## config.mk

```make
export PLATFORM = sky130hd
export DESIGN_NAME = alu_exec_unit
export DESIGN_NICKNAME = d
export VERILOG_FILES = /design/src/rtl/alu_exec_unit.sv
export SDC_FILE = /design/constraint.sdc
export NUM_CORES = 1
export LEC_CHECK = 0
export CAP_MARGIN = 20
export CORE_AREA = 2 2 205 146
export CTS_CLUSTER_DIAMETER = 30
export DETAILED_ROUTE_END_ITERATION = 10
export DIE_AREA = 0 0 207 148
export PLACE_DENSITY = 0.75
export SLEW_MARGIN = 20
export SYNTH_ARGS = -nofsm -noshare
export SYNTH_HDL_FRONTEND = slang
export SYNTH_SLANG_ARGS = --single-unit
export TNS_END_PERCENT = 20
```

## constraint.sdc

```tcl
create_clock -name clk -period 13.95 [get_ports clk]
set_clock_uncertainty 0.1 [all_clocks]
set_input_delay 1.395 -clock clk [delete_from_list [all_inputs] [get_ports clk]]
set_output_delay 1.395 -clock clk [all_outputs]
set_load 0.01 [all_outputs]
```

## src/rtl/alu_exec_unit.sv

```systemverilog
// Execution responder: accepts one opcode/operand/tag per valid/ready handshake,
// computes single-cycle ops immediately and MUL by a 32-step shift-add.
module alu_exec_unit (
  input  logic        clk,
  input  logic        rst,
  input  logic        in_valid,
  output logic        in_ready,
  input  logic [2:0]  alu_op_code,
  input  logic [31:0] data_a,
  input  logic [31:0] data_b,
  input  logic [2:0]  dest,
  output logic [31:0] y,
  output logic        y_valid,
  output logic [2:0]  y_dest,
  output logic        zero,
  output logic        carry,
  output logic        overflow,
  output logic        err,
  output logic [1:0]  dbg_state
);

  // Handshake: an op is taken on a rising edge where in_valid && in_ready;
  // in_ready is high only in IDLE outside reset, and y_valid is a one-cycle strobe.
  typedef enum logic [1:0] {
    S_IDLE = 2'd0,
    S_MUL  = 2'd1,
    S_DONE = 2'd2
  } state_t;

  localparam logic [2:0] OP_ADD = 3'b000;
  localparam logic [2:0] OP_SUB = 3'b001;
  localparam logic [2:0] OP_AND = 3'b010;
  localparam logic [2:0] OP_OR  = 3'b011;
  localparam logic [2:0] OP_XOR = 3'b100;
  localparam logic [2:0] OP_SLL = 3'b101;
  localparam logic [2:0] OP_MUL = 3'b110;

  state_t      state_q;
  logic [31:0] mcand_q, mplier_q, acc_q;
  logic [4:0]  cnt_q;
  logic [2:0]  tag_q;
  logic [31:0] y_q;
  logic [2:0]  y_dest_q;
  logic        y_valid_q, zero_q, carry_q, overflow_q, err_q;

  logic [32:0] sum_d, diff_d;
  logic [31:0] res_d, acc_d;
  logic        carry_d, overflow_d, err_d;

  assign in_ready  = (state_q == S_IDLE) && !rst;
  assign y         = y_q;
  assign y_valid   = y_valid_q;
  assign y_dest    = y_dest_q;
  assign zero      = zero_q;
  assign carry     = carry_q;
  assign overflow  = overflow_q;
  assign err       = err_q;
  assign dbg_state = state_q;

  assign sum_d  = {1'b0, data_a} + {1'b0, data_b};
  assign diff_d = {1'b0, data_a} - {1'b0, data_b};
  assign acc_d  = acc_q + (mplier_q[0] ? mcand_q : 32'd0);

  always_comb begin
    res_d      = y_q;
    carry_d    = 1'b0;
    overflow_d = 1'b0;
    err_d      = 1'b0;
    case (alu_op_code)
      OP_ADD: begin
        res_d      = sum_d[31:0];
        carry_d    = sum_d[32];
        overflow_d = (data_a[31] == data_b[31]) && (sum_d[31] != data_a[31]);
      end
      OP_SUB: begin
        res_d      = diff_d[31:0];
        carry_d    = diff_d[32];
        overflow_d = (data_a[31] != data_b[31]) && (diff_d[31] != data_a[31]);
      end
      OP_AND:  res_d = data_a & data_b;
      OP_OR:   res_d = data_a | data_b;
      OP_XOR:  res_d = data_a ^ data_b;
      OP_SLL:  res_d = data_a << data_b[4:0];
      // Reserved opcode keeps the previous result and only raises err.
      default: err_d = 1'b1;
    endcase
  end

  always_ff @(posedge clk or posedge rst) begin
    if (rst) begin
      state_q    <= S_IDLE;
      mcand_q    <= 32'd0;
      mplier_q   <= 32'd0;
      acc_q      <= 32'd0;
      cnt_q      <= 5'd0;
      tag_q      <= 3'd0;
      y_q        <= 32'd0;
      y_dest_q   <= 3'd0;
      y_valid_q  <= 1'b0;
      zero_q     <= 1'b0;
      carry_q    <= 1'b0;
      overflow_q <= 1'b0;
      err_q      <= 1'b0;
    end else begin
      y_valid_q <= 1'b0;
      case (state_q)
        S_IDLE: begin
          if (in_valid) begin
            if (alu_op_code == OP_MUL) begin
              mcand_q  <= data_a;
              mplier_q <= data_b;
              acc_q    <= 32'd0;
              cnt_q    <= 5'd0;
              tag_q    <= dest;
              state_q  <= S_MUL;
            end else begin
              y_q        <= res_d;
              zero_q     <= !err_d && (res_d == 32'd0);
              carry_q    <= carry_d;
              overflow_q <= overflow_d;
              err_q      <= err_d;
              y_dest_q   <= dest;
              y_valid_q  <= 1'b1;
              state_q    <= S_DONE;
            end
          end
        end
        S_MUL: begin
          acc_q    <= acc_d;
          mcand_q  <= mcand_q << 1;
          mplier_q <= mplier_q >> 1;
          cnt_q    <= cnt_q + 5'd1;
          if (cnt_q == 5'd31) begin
            y_q        <= acc_d;
            zero_q     <= (acc_d == 32'd0);
            carry_q    <= 1'b0;
            overflow_q <= 1'b0;
            err_q      <= 1'b0;
            y_dest_q   <= tag_q;
            y_valid_q  <= 1'b1;
            state_q    <= S_DONE;
          end
        end
        S_DONE:  state_q <= S_IDLE;
        default: state_q <= S_IDLE;
      endcase
    end
  end

endmodule

```

# Word-level counts from Yosys, hierarchy flattened
# Index checks and enable logic that the tools add are counted.
# classes
n_addsub	4
eq_ne	16
shifts	1
muxes	47
bitwise	3
n_reduce_logical	15
# ops
operator	count
32-bit 2-to-1 mux	10
32-bit case mux with 2 select lines	4
32-bit case mux with 6 select lines	1
32-bit logical NOT	2
32-bit by 32-bit adder with 33-bit output	1
32-bit by 32-bit subtractor with 33-bit output	1
32-bit adder	1
32-bit bitwise AND	1
32-bit OR	1
32-bit by 5-bit << shifter with 32-bit output	1
32-bit bitwise XOR	1
1-bit 2-to-1 mux	14
1-bit case mux with 2 select lines	7
5-bit 2-to-1 mux	2
5-bit case mux with 2 select lines	1
3-bit equality test, second input constant	3
3-bit 2-to-1 mux	3
3-bit by 2-bit equality test with 1-bit output, second input constant	2
2-bit 2-to-1 mux	3
2-bit != test, second input constant	3
3-bit case mux with 2 select lines	1
3-bit AND reduction	2
6-bit OR reduction	1
5-bit by 1-bit adder with 5-bit output, second input constant	1
other kinds (14)	19
# totals
reg_bits	146
input_bits	73
word_cells	99

# Logic depth before layout (Yosys ltp)
# logic_depth
depth_word	7
ltp_mapped	16
mapped_depth_nobuf	15

# Worst setup path after synthesis
# No wires, ideal clock.
# synth_path
path_kind	input-to-reg
from	in data_b[2]
to	reg zero_q (netlist: zero)
setup_ns	0.092
arrival_time_ns	5.074
t_required_ns	13.758
slack_ns	8.684
cell_stages	16
path_buffers	3
path_cell_list	inv_2 > buf_1 > buf_1 > ha_1 > buf_2 > nor3_1 > o311ai_1 > a31oi_1 > a211oi_1 > o211ai_1 > a2111oi_0 > nor3_1 > o21ai_1 > a21oi_1 > or4bb_1 > o31ai_2
# synth_between
elab_chain_len	7
# synth_rtl
element	line	text
from (decl)	10	input logic [31:0] data_b,
32-bit by 32-bit subtractor with 33-bit output, or another cell as far along	61	assign diff_d = {1'b0, data_a} - {1'b0, data_b};
32-bit case mux with 6 select lines (*)	69	case (alu_op_code)
32-bit logical NOT (*)	118	zero_q <= !err_d && (res_d == 32'd0);
1-bit logical AND (*)	118	
1-bit 2-to-1 mux (*)	109	if (alu_op_code == OP_MUL) begin
1-bit 2-to-1 mux (*)	108	if (in_valid) begin
1-bit case mux with 2 select lines (*)	106	case (state_q)
to (signal assigned)	118	
to (signal assigned)	135	zero_q <= (acc_d == 32'd0);
to (decl)	44	logic y_valid_q, zero_q, carry_q, overflow_q, err_q;
# Every way passes the cells marked *; elsewhere a longest branch is shown, timed or not. The select of a mux whose other input is x is not followed.
# A chain may end at the register's enable or synchronous reset.

# Worst setup path after layout
# Ends and elaborated chain as after synthesis.

==> reports/results.txt <==
Unique masters post-synth -> 81
final worst slack -> 7.531 ns
CTS tree -> built
Die H -> 148 um
top-area cell type share of the netlist area -> 23.48%
combinational share of power -> 56.0%
DR vias/cell -> 6.806
CP required -> 14.22 ns
largest net degree at the start of global routing -> 80
post-route design area -> 17460 sq um
sequential fraction of the synthesis area -> 23.48%
DR WL/cell -> 25.14 um
Root Buffer -> clkbuf_16
Final #Nets -> 2334
Initial Utilization -> 54.35%
placed cell area -> 16850 sq um
synth top area cells -> dfrtp_1 (23%), ha_1 (11%), nand2_1 (8.2%)
Mapped Nets -> 2312
CTS sink cnt -> 146
Mapped Cells -> 2097
clock share of power -> 17.5%
YS warnings -> 0
core region area -> 28630 sq um
mux contribution to synthesized area -> 6.377%
layout overhead on the synthesized area -> 12.21%
NetSw -> 1335 uW
synthesized area per cell -> 7.420 sq um
CP delay by family, top -> compound AO/OA/AOI/OAI gates
iteration count of the initial detailed-routing pass -> 6
compound-cell area share of the yosys netlist -> 26.62%
gpl congestion -> 1.071
Slowest cell on crit path -> a211oi_1
Placement Rows -> 52
cell with the most instances after synthesis -> nand2_1
CP Launch Type -> input pin
fraction of layout cells with a size suffix above 1 -> 5.537%
dpl ws -> 7.360 ns
crit path capture type -> flop
CP arrival -> 6.69 ns
CTS buffer count -> 17
Reg power frac -> 26.4%
period utilization -> 46.01%
Post-synth EDFFs -> 0
Synth Area in Simple Gates -> 22.85%
top cells by count, synth -> nand2_1 (340), nor2_1 (238), dfrtp_1 (146)
synthesized-area fraction occupied by adder cells -> 11.56%
htree depth -> 4
# DRC -> 0
Hold Path Class -> flop to flop
clk slew on worst S/H paths -> 0.07 ns
total negative slack -> 0 ns
Max stage delay on crit path -> 0.80 ns
post-route ant nets -> 0
vias -> 17.09k
Max Fclk -> 155.8 MHz
Final Max Slew Viols -> 0
# port buffers -> 115
DRT iter0 DRCs -> 2361
Post-Syn Area -> 15560 sq um
Chip Width -> 207 um
Buf/Inv on CP -> 3
initial antenna violation count -> 1
Int Power -> 1524 uW
critical path, cell by cell -> clkdlybuf4s50_1 > buf_4 > inv_2 > ha_1 > nor3_1 > o311ai_1 > a31oi_1 > a211oi_1 > o211ai_1 > a2111oi_0 > nor3_1 > o21ai_1 > a21oi_1 > or4bb_1 > o31ai_2
cts repair resizes -> 0
PD cells -> 163.7 nW/um^2
max_slew headroom -> 36.45%
Primary FF master, synth -> dfrtp_1
Worst VDD drop -> 0.1320 mV
Clock Path Buffers -> 2
Sw Ratio -> 46.68%
status -> completed
total setup buffers inserted after CTS -> 0
cell mode on critical path -> nor3_1
Hold Violations, Final -> 0
global-route wire length before repair -> 95.34 mm
# Max-Cap Violations -> 0
die area -> 30640 sq um
main combinational cell family by area after synthesis -> compound AO/OA/AOI/OAI gates
# hold bufs at CTS -> 0
Static Leak -> 0.007716 uW
DP Wirelength -> 47.21 mm
final WL -> 63.13 mm
Worst-Margin Slew -> 0.9475 ns
vias in the first global route -> 15.53k
fin util -> 60.99%
fin crit period -> 6.419 ns
XOR/XNOR share of the synthesized area -> 2.983%
Final setup viols -> 0
share of flip-flops with an asynchronous set or reset -> 100.0%
worst skew pair latency -> 0.46 ns
crit path kind -> input pin to flop
Seq cells post-synth -> 146
# IOs -> 116
largest area contributor in the netlist -> dfrtp_1
worst-path maximum fanout -> 26
unrepaired setup endpoints after global routing -> false
Overall Global Routing Usage -> 40.50%
GR Overflow Total -> 0
final timing paths:
kind / slack, ns / from / endpoint / cells after the start
min reg2reg: 0.39 / acc_q[3]$_DFFE_PP0P_ / acc_q[3]$_DFFE_PP0P_ / 2
max reg2reg: 8.92 / mplier_q[0]$_DFFE_PP0P_ / zero$_DFFE_PP0P_ / 14
max: 7.53 / data_b[2] / zero$_DFFE_PP0P_ / 15
min: 0.39 / acc_q[3]$_DFFE_PP0P_ / acc_q[3]$_DFFE_PP0P_ / 2
min in group asynchronous: 1.40 / rst / y[8]$_DFFE_PP0P_ / 2
max in group asynchronous: 10.93 / rst / acc_q[31]$_DFFE_PP0P_ / 3
layout by cell type, fill, tap and decap left out, types with 28 or more instances in the layout:
cell / instances
a211oi_1: 28
a31oi_1: 88
mux2i_1: 44
nor3_1: 33
nand2_1: 340
clkdlybuf4s50_1: 112
ha_1: 139
and2_1: 38
dfrtp_1: 146
a21o_1: 35
nor2_1: 236
o21ai_0: 106
xnor2_1: 39
inv_1: 104
o211ai_1: 38
a21oi_1: 144
flip-flops by register name (all words and copies together) (netlist names), 2 cells and up:
name / cells
tag_q: 3
y: 32
dbg_state: 2
cnt_q: 5
mplier_q: 32
mcand_q: 32
y_dest: 3
acc_q: 32
worst min-delay path, cell delays in order, from the launching register on:
cell,delay (ns)
dfrtp_1,0.35
nand2_1,0.05
nand2_1,0.06
per-stage QoR:
stage / cells / power [uW] / hold WS, ns
after floorplan: 2097 / 1796 / 0.3525
after global placement: 2477 / 2258 / 0.3669
after detailed placement: 2478 / 2305 / 0.3714
after CTS: 2509 / 2817 / 0.3878
after global routing: 2509 / 3032 / 0.4034
final: 2511 / 2859 / 0.3858
layout make-up:
type	count	area (sq um)
Fill cell	2643	11170
Multi-Input combinational cell	1703	10980
Sequential cell	146	3654
Timing Repair Buffer	140	1321
Tap cell	378	473.0
Clock buffer	17	425.4
Inverter	111	421.7
Clock inverter	14	176.4
Antenna cell	2	5.005
metal layers:
layer  up-vias  routed length [um]  track usage [%]
li1       7587                   -                -
met1      8222               26660            58.52
met2      1149               27210            61.08
met3       132                7209            7.330
met4         0                2056            13.64
met5         -                   0                0
cell families (layout without fill, tap and decap cells):
logic type,after synthesis,count (layout)
xor gates and xnor gates,53,53
and+or+nand+nor,799,799
adders and majority gates,142,142
muxes,75,75
buffers and inverters,248,282
AOI/OAI and AO/OA,634,634
DFF,146,146
other,0,2
power by group through the flow:
stage	logic [uW]	clock network [uW]	registers [uW]
after floorplan	1080	0	719
after global placement	1510	0	748
after detailed placement	1550	0	757
after CTS	1560	501	752
after global routing	1740	517	776
final	1600	501	756
(Power assumes the default switching activity.)
